`src/rtl/booth_pkg.sv`:
```
// Shared types for the radix-4 Booth multiplier: controller states,
// partial-product select encoding and the iteration-count helper.
package booth_pkg;

    typedef enum logic [1:0] {
        IDLE = 2'd0,
        RUN  = 2'd1,
        DONE = 2'd2
    } state_t;

    // Magnitude of the selected partial product; the sign travels separately.
    typedef enum logic [1:0] {
        ZERO = 2'd0,
        PM1  = 2'd1,
        PM2  = 2'd2
    } booth_mag_t;

    typedef struct packed {
        logic       neg;
        booth_mag_t mag;
    } booth_sel_t;

    // Each iteration retires two multiplier bits of the (WIDTH+2)-bit extended operand.
    function automatic int calc_iters(input int width);
        return width / 2 + 1;
    endfunction

    function automatic booth_sel_t booth_decode(input logic [2:0] window);
        booth_sel_t sel;
        sel = '{neg: 1'b0, mag: ZERO};
        unique case (window)
            3'b001, 3'b010: sel = '{neg: 1'b0, mag: PM1};
            3'b011:         sel = '{neg: 1'b0, mag: PM2};
            3'b100:         sel = '{neg: 1'b1, mag: PM2};
            3'b101, 3'b110: sel = '{neg: 1'b1, mag: PM1};
            default:        sel = '{neg: 1'b0, mag: ZERO};
        endcase
        return sel;
    endfunction

endpackage

```
`src/rtl/booth_r4_pp_sel.sv`:
```
// Combinational radix-4 Booth partial-product selector: maps the
// {Q[1],Q[0],Q_1} window and the extended multiplicand to 0/+-M/+-2M.
module booth_r4_pp_sel
    import booth_pkg::*;
#(
    parameter int WIDTH = 8
) (
    input  logic [2:0]       i_window,
    input  logic [WIDTH+1:0] i_mcand,
    output logic [WIDTH+2:0] o_pp
);

    localparam int AW = WIDTH + 3;

    booth_sel_t      w_sel;
    logic [AW-1:0]   w_m_ext;
    logic [AW-1:0]   w_mag;

    assign w_sel   = booth_decode(i_window);
    assign w_m_ext = {i_mcand[WIDTH+1], i_mcand};

    // NOTE: every always_comb output gets a default first so no latch is inferred.
    always_comb begin
        w_mag = '0;
        unique case (w_sel.mag)
            PM1:     w_mag = w_m_ext;
            PM2:     w_mag = {w_m_ext[AW-2:0], 1'b0};
            default: w_mag = '0;
        endcase
        o_pp = w_sel.neg ? -w_mag : w_mag;
    end

endmodule

```
`src/rtl/booth_mult_r4.sv`:
```
// Sequential radix-4 Booth multiplier: WIDTH/2+1 add-and-shift iterations,
// signed or unsigned operands, registered product with a one-cycle done pulse.
module booth_mult_r4
    import booth_pkg::*;
#(
    parameter int WIDTH = 8
) (
    input  logic               clk,
    input  logic               rst_n,
    input  logic               start,
    input  logic               signed_mode,
    input  logic [WIDTH-1:0]   multiplier,
    input  logic [WIDTH-1:0]   multiplicand,
    output logic               busy,
    output logic               done,
    output logic [2*WIDTH-1:0] result
);

    localparam int XW = WIDTH + 2;
    localparam int AW = WIDTH + 3;
    localparam int PW = 2 * WIDTH;
    localparam int N  = calc_iters(WIDTH);
    localparam int CW = $clog2(N + 1);

    state_t          r_state;
    state_t          w_state_nxt;
    logic [AW-1:0]   r_acc;
    logic [XW-1:0]   r_q;
    logic            r_q_1;
    logic [WIDTH-1:0] r_m;
    logic            r_signed;
    logic [CW-1:0]   r_cnt;
    logic [PW-1:0]   r_result;

    logic            w_accept;
    logic            w_last;
    logic [XW-1:0]   w_m_ext;
    logic [AW-1:0]   w_pp;
    logic [AW-1:0]   w_sum;
    logic [AW-1:0]   w_acc_nxt;
    logic [XW-1:0]   w_q_nxt;

    assign w_accept = start && ((r_state == IDLE) || (r_state == DONE));
    assign w_last   = (r_cnt == CW'(1));
    assign w_m_ext  = {{2{r_signed & r_m[WIDTH-1]}}, r_m};

    booth_r4_pp_sel #(
        .WIDTH (WIDTH)
    ) u_pp_sel (
        .i_window (r_q[1:0] == 2'b00 ? {2'b00, r_q_1} : {r_q[1:0], r_q_1}),
        .i_mcand  (w_m_ext),
        .o_pp     (w_pp)
    );

    // Add, then arithmetic-shift {acc, Q, Q_1} right by two.
    assign w_sum     = r_acc + w_pp;
    assign w_acc_nxt = {{2{w_sum[AW-1]}}, w_sum[AW-1:2]};
    assign w_q_nxt   = {w_sum[1:0], r_q[XW-1:2]};

    // NOTE: sequential state uses non-blocking assignments only.
    always_ff @(posedge clk or negedge rst_n) begin
        if (!rst_n) begin
            r_state <= IDLE;
        end else begin
            r_state <= w_state_nxt;
        end
    end

    always_comb begin
        w_state_nxt = r_state;
        unique case (r_state)
            IDLE:    if (start) w_state_nxt = RUN;
            RUN:     if (w_last) w_state_nxt = DONE;
            DONE:    w_state_nxt = start ? RUN : IDLE;
            default: w_state_nxt = IDLE;
        endcase
    end

    // NOTE: datapath registers are reset too, so an aborted run leaves no residue.
    always_ff @(posedge clk or negedge rst_n) begin
        if (!rst_n) begin
            r_acc    <= '0;
            r_q      <= '0;
            r_q_1    <= 1'b0;
            r_m      <= '0;
            r_signed <= 1'b0;
            r_cnt    <= '0;
            r_result <= '0;
        end else if (w_accept) begin
            r_acc    <= '0;
            r_q      <= {{2{signed_mode & multiplier[WIDTH-1]}}, multiplier};
            r_q_1    <= 1'b0;
            r_m      <= multiplicand;
            r_signed <= signed_mode;
            r_cnt    <= CW'(N);
        end else if (r_state == RUN) begin
            r_acc <= w_acc_nxt;
            r_q   <= w_q_nxt;
            r_q_1 <= r_q[1];
            r_cnt <= r_cnt - CW'(1);
            // The low 2*WIDTH product bits are exact after the final shift.
            if (w_last) begin
                r_result <= {w_acc_nxt[PW-XW-1:0], w_q_nxt};
            end
        end
    end

    assign busy   = (r_state == RUN);
    assign done   = (r_state == DONE);
    assign result = r_result;

endmodule

```
`config.mk`:
```
export PLATFORM = sky130hd
export DESIGN_NAME = booth_mult_r4
export DESIGN_NICKNAME = d
export VERILOG_FILES = /design/src/rtl/booth_pkg.sv /design/src/rtl/booth_r4_pp_sel.sv /design/src/rtl/booth_mult_r4.sv
export SDC_FILE = /design/constraint.sdc
export NUM_CORES = 1
export LEC_CHECK = 0
export ABC_AREA = 0
export CAP_MARGIN = 10
export CORE_MARGIN = 4
export CORE_UTILIZATION = 45
export DETAILED_ROUTE_END_ITERATION = 7
export GPL_TIMING_DRIVEN = 0
export PLACE_DENSITY = 0.64
export SYNTH_ARGS = -nofsm -noshare
export SYNTH_HDL_FRONTEND = slang
export SYNTH_SLANG_ARGS = --single-unit
```
`constraint.sdc`:
```
create_clock -name clk -period 5.84 [get_ports clk]
set_input_delay 1.168 -clock clk [delete_from_list [all_inputs] [get_ports clk]]
set_output_delay 1.168 -clock clk [all_outputs]
set_load 0.01 [all_outputs]
```
# After elaboration in Yosys (flattened, before gate mapping)
# Index checks and enable logic that the tools add are counted.
# totals
reg_bits,52
latchBits,0
ram_bits,0
romBits,0
output_inout_bits,18
mem_count,0
# classes
n_addsub,3
mul,0
div,0
n_lt_le_gt_ge,0
eq_ne,13
n_shift,0
n_mux,16
bitwise,3
reduce_logical,9
# ops
cell,count
2-to-1 mux 11 bit,3
one-hot mux 11 bit (2 select lines),1
2-to-1 mux 10 bit,2
one-hot mux 3 bit (4 select lines),1
adder 11 bit,1
negation 11 bit,1
equality test 3 bit (second input constant),3
2-to-1 mux 3 bit,3
equality test 3 x 1 -> 1 bit (second input constant),2
equality test 3 x 2 -> 1 bit (second input constant),2
one-hot mux 2 bit (3 select lines),1
equality test 2 x 1 -> 1 bit (second input constant),2
equality test 2 bit (second input constant),2
logical NOT 2 bit,2
2-to-1 mux 2 bit,2
OR reduction 2 bit,2
2-to-1 mux 1 bit,3
AND reduction 3 bit,1
subtractor 3 x 1 -> 3 bit (second input constant),1
AND 1 bit,2
!= test 2 x 1 -> 1 bit (second input constant),1
!= test 2 bit (second input constant),1
AND reduction 2 bit,1
nonzero test 2 bit,1
3 further kinds,3

# Longest topological paths before layout
# depth
depth_word,12
depth_mapped,22
mapped_depth_nobuf,21

# Hierarchy
# A second synthesis with hierarchy kept.
# hier_totals
cells_unflattened,345
hier_area_um2,2934.1
# by_module_without_submodules
mod,n_inst,cells_each,area_each_um2,seq_area_each_um2
booth_mult_r4,1,261,2392.3,1251.2
booth_r4_pp_sel,1,84,541.8,0.0

# Least setup slack after synthesis
# OpenSTA, ideal clock, no wires.
# synth_path
path_kind,flip-flop to flip-flop
start,register r_q[0]
end,register r_acc[6]
setup_ps,130
arrival_time_ps,3536
required_time_ps,5710
setup_slack_ps,2175
path_stages_with_launch,17
n_path_buf,1
period_less_slack_ps,3665
path_cell_list,dfrtp_1 nand2_1 o21ai_0 ha_1 clkbuf_1 or2_2 ha_1 nand2_1 o21ai_0 fa_1 a21oi_2 nor3b_1 or3_1 a21o_1 a21oi_2 xor2_1 o21ai_1
# synth_between
elab_chain_len,12
# synth_lines
item,line,text
"start, declared",booth_mult_r4.sv:28,logic [XW-1:0] r_q;
"start signal, assigned",booth_mult_r4.sv:91,"r_q <= {{2{signed_mode & multiplier[WIDTH-1]}}, multiplier};"
"start signal, assigned",booth_mult_r4.sv:98,r_q <= w_q_nxt;
logical NOT 2 bit,booth_mult_r4.sv:50,".i_window (r_q[1:0] == 2'b00 ? {2'b00, r_q_1} : {r_q[1:0], r_q_1}),"
2-to-1 mux 3 bit *,booth_mult_r4.sv:50,
"equality test 3 bit, or another cell as far along",booth_pkg.sv:31,unique case (window)
OR reduction 2 bit,booth_pkg.sv:31,
one-hot mux 3 bit (4 select lines) *,booth_pkg.sv:31,
equality test 2 bit / equality test 2 x 1 -> 1 bit (equally long branches),booth_r4_pp_sel.sv:25,unique case (w_sel.mag)
one-hot mux 11 bit (2 select lines),booth_r4_pp_sel.sv:25,
negation 11 bit,booth_r4_pp_sel.sv:30,o_pp = w_sel.neg ? -w_mag : w_mag;
2-to-1 mux 11 bit *,booth_r4_pp_sel.sv:30,
adder 11 bit *,booth_mult_r4.sv:56,assign w_sum = r_acc + w_pp;
2-to-1 mux 11 bit *,booth_mult_r4.sv:96,end else if (r_state == RUN) begin
2-to-1 mux 11 bit *,booth_mult_r4.sv:89,end else if (w_accept) begin
"end signal, assigned",booth_mult_r4.sv:97,r_acc <= w_acc_nxt;
"end, declared",booth_mult_r4.sv:27,logic [AW-1:0] r_acc;
# Mark *: on every way between the ends. The rest lies on a longest branch, timed or not. The select of a mux whose other input is x is not followed.
# A chain may end at the register's enable or synchronous reset.

# Worst setup path after layout
# layout_path
start,register r_q_1
end,register r_acc[6]
# layout_between
elab_chain_len,11
# layout_lines
item,line,text
"start, declared",booth_mult_r4.sv:29,logic r_q_1;
"start signal, assigned",booth_mult_r4.sv:99,r_q_1 <= r_q[1];
2-to-1 mux 3 bit *,booth_mult_r4.sv:50,
"equality test 3 bit, or another cell as far along",booth_pkg.sv:31,
OR reduction 2 bit,booth_pkg.sv:31,
one-hot mux 3 bit (4 select lines) *,booth_pkg.sv:31,
equality test 2 bit / equality test 2 x 1 -> 1 bit (equally long branches),booth_r4_pp_sel.sv:25,
one-hot mux 11 bit (2 select lines),booth_r4_pp_sel.sv:25,
negation 11 bit,booth_r4_pp_sel.sv:30,
2-to-1 mux 11 bit *,booth_r4_pp_sel.sv:30,
adder 11 bit *,booth_mult_r4.sv:56,
2-to-1 mux 11 bit *,booth_mult_r4.sv:96,
2-to-1 mux 11 bit *,booth_mult_r4.sv:89,
# Marked as above.

==> flow_summary.ini <==
[logic_synthesis]
ys_warn_count = 0
ys_seq_area_share_pct = 44.7
synthesis.nets = 360
synth_area_um2 = 2800
ys_ff_latch = 50
syn_area_per_cell_um2 = 8.65
ys_top_cells_by_area = dfrtp_1 45%, nand2_1 13%, ha_1 6.7%
synth_top_area_share_pct = 44.7
syn_inst = 324
synthDistinctLibCells = 41
yosysTopAreaCell = dfrtp_1

[routing]
ant_nets = 0
drc = 0
dr_total_vias = 2386
firstDrtPassIters = 5
drtIter0Drc = 113
wl_per_cell_um = 15.0
postRouteWirelength_um = 6670
vias_per_cell = 5.36

[clock_tree]
clk-insertion-delay-late_ns = 0.30
hold_buffers = 0
cts_made_buffers = 5
cts_tree = yes
clkTransAtPathRegs_ns = 0.09
cts.sinks = 50
root_buffer = clkbuf_8
clock_path_buffers = 2
cts.htree.levels = 2
post-cts-setup-buffers = 0
post_cts_resized = 0

[final_layout]
final_cell_mix = 100 x nand2_1, 50 x dfrtp_1, 36 x clkdlybuf4s50_1
fin_cells = 445
nNetsFinal = 405
layout_commonest_cell = nand2_1
insertedDiodeCount = 0
syn2layout_area_growth_pct = 20.5
drive_above_1_share_pct = 6.49

[placement]
dpl_worst_slack_ns = 1.72
port_buffers = 37
numPlacedInstances = 437
dp.final_hpwl_um = 4930
place_congestion = 0.808

[setup_path]
startpoint_type = flip-flop
reg2reg_to = r_acc[6]
cp-end-kind = flip-flop
cp_cell_sequence = nand2_1, o21ai_0, ha_1, clkbuf_1, or2_2, ha_1, nand2_1, o21ai_0, fa_1, a21oi_2, nor3b_1, or3_1, a21o_1, a21oi_2, xor2_1, o21ai_1
r2r_setup_slack_ns = 1.70
path_delay_family = adder cells
r2r_start = r_q_1
path_buf_inv = 1
crit_slowest_cell = fa_1
crit_required_ns = 6.01
r2r_cells = 16
crit_type = reg -> reg
path_max_fanout = 10
critPathArrivalTime_ns = 4.32
max_stage_delay_ns = 0.51

[sta]
fin_setup_tns_ns = 0
setup_viol_count_final = 0
skew_ns = 0.00736
hold_violations = 0
timing.final.ws_setup_ns = 1.70
slew_violations = 0
fin_crit_sh_pct = 70.9
relSlewSlack_pct = 56.7
fin_crit_ns = 4.14
max_freq_mhz = 241
tightestPinTransition_ns = 0.648
rsz0062_at_grt = false

[die]
ios = 38
die_w_um = 86.9
initial_core_util_pct = 46.8
fp.dieH_um = 86.9
dieArea_um2 = 7550
num_rows = 28
core_area_um2 = 5990

[flow_run]
maxCapViolCount = 0

[status]
status = finished clean

[global_routing]
grt_pass1_wl_um = 11300
grt_max_degree = 40
grt_util_met3_pct = 3.41
track_usage_pct = 19.2
grt.busiest_layer = met2
first_global_vias = 2382
gr-total-overflow = 0
gr-usage-met2_pct = 30.8
antenna_found_initial = 0
grt_util_met1_pct = 26.3

[worst_hold_path]
hp-class = reg -> reg
holdPathStages = 2
holdPathEnd = result[5]
holdCritStartpoint = result[5]
[registers in the layout, indices dropped and copies added (netlist names)]
signal,count
r_state,2
r_m,8
result,16
r_q_1,1
r_cnt,3
r_signed,1
r_q,10
r_acc,9
[worst min-delay path: stages, from the launching register on]
cell and delay, ns:
dfrtp_1 0.35, nand2_1 0.05, nand2_1 0.06
[synth_stat cells (all sizes together)]
master   number
o31ai         4
nor3          2
clkbuf        9
a21oi        19
ha           15
fa            1
nand2b        2
o32ai         2
xnor2        10
o21ai        24
or2           1
a21o          3
nand2       100
or3           1
a2bb2oi       1
dfrtp        50
o21bai        1
xor2          6
and3          2
nor3b         2
a22oi        13
a31o          1
a22o          3
a31oi         4
nor2         20
inv           9
a221oi        1
and2          1
nand3         3
and4bb        1
buf           6
mux2          1
nor2b         6
[worst max path at each step]
stage | start | endpoint | slack, ns | cells after the start
after floorplan | r_q[0] | r_acc[6] | 2.17 | 16
after global placement | r_q[0] | r_acc[6] | 1.80 | 17
after detailed placement | r_q_1 | r_acc[6] | 1.72 | 16
after CTS | r_q_1 | r_acc[6] | 1.68 | 16
after global routing | r_q_1 | r_acc[6] | 1.44 | 17
final | r_q_1 | r_acc[6] | 1.70 | 16
[cell type report]
type	count	area, µm²
fill	568	2620
multi-input combinational	250	1450
sequential	50	1250
timing repair buffer	38	385
tap	75	93.8
clock buffer	7	86.3
buffer	15	71.3
inverter	9	33.8
clock inverter	1	8.76
[logic make-up (layout without fill, tap and decap cells)]
family	Yosys count	after routing	share of synthesized area [%]
simple gates	141	141	21.1
xor+xnor	16	16	5.00
buf+inv	24	70	3.75
compound gates	76	76	17.6
flops	50	50	44.7
mux	1	1	0.402
fa+ha+maj	16	16	7.41
[routing by layer]
metal | vias to the layer above | part of all wire, %
li1 | 1180 | -
met1 | 1151 | 48
met2 | 47 | 47
met3 | 8 | 3.1
met4 | 0 | 1.7
met5 | - | 0
[per-stage QoR]
step	utilization [%]	cell area [µm²]	hold WS [ns]
after floorplan	-	2800	0.450
after global placement	54.5	3270	0.460
after detailed placement	54.8	3280	0.462
after CTS	56.3	3380	0.486
after global routing	56.3	3380	0.523
final	56.3	3380	0.480
Power is left out: the tool's default activity adds up to more than one toggle a clock period on the data nets, which glitch-free logic cannot reach.
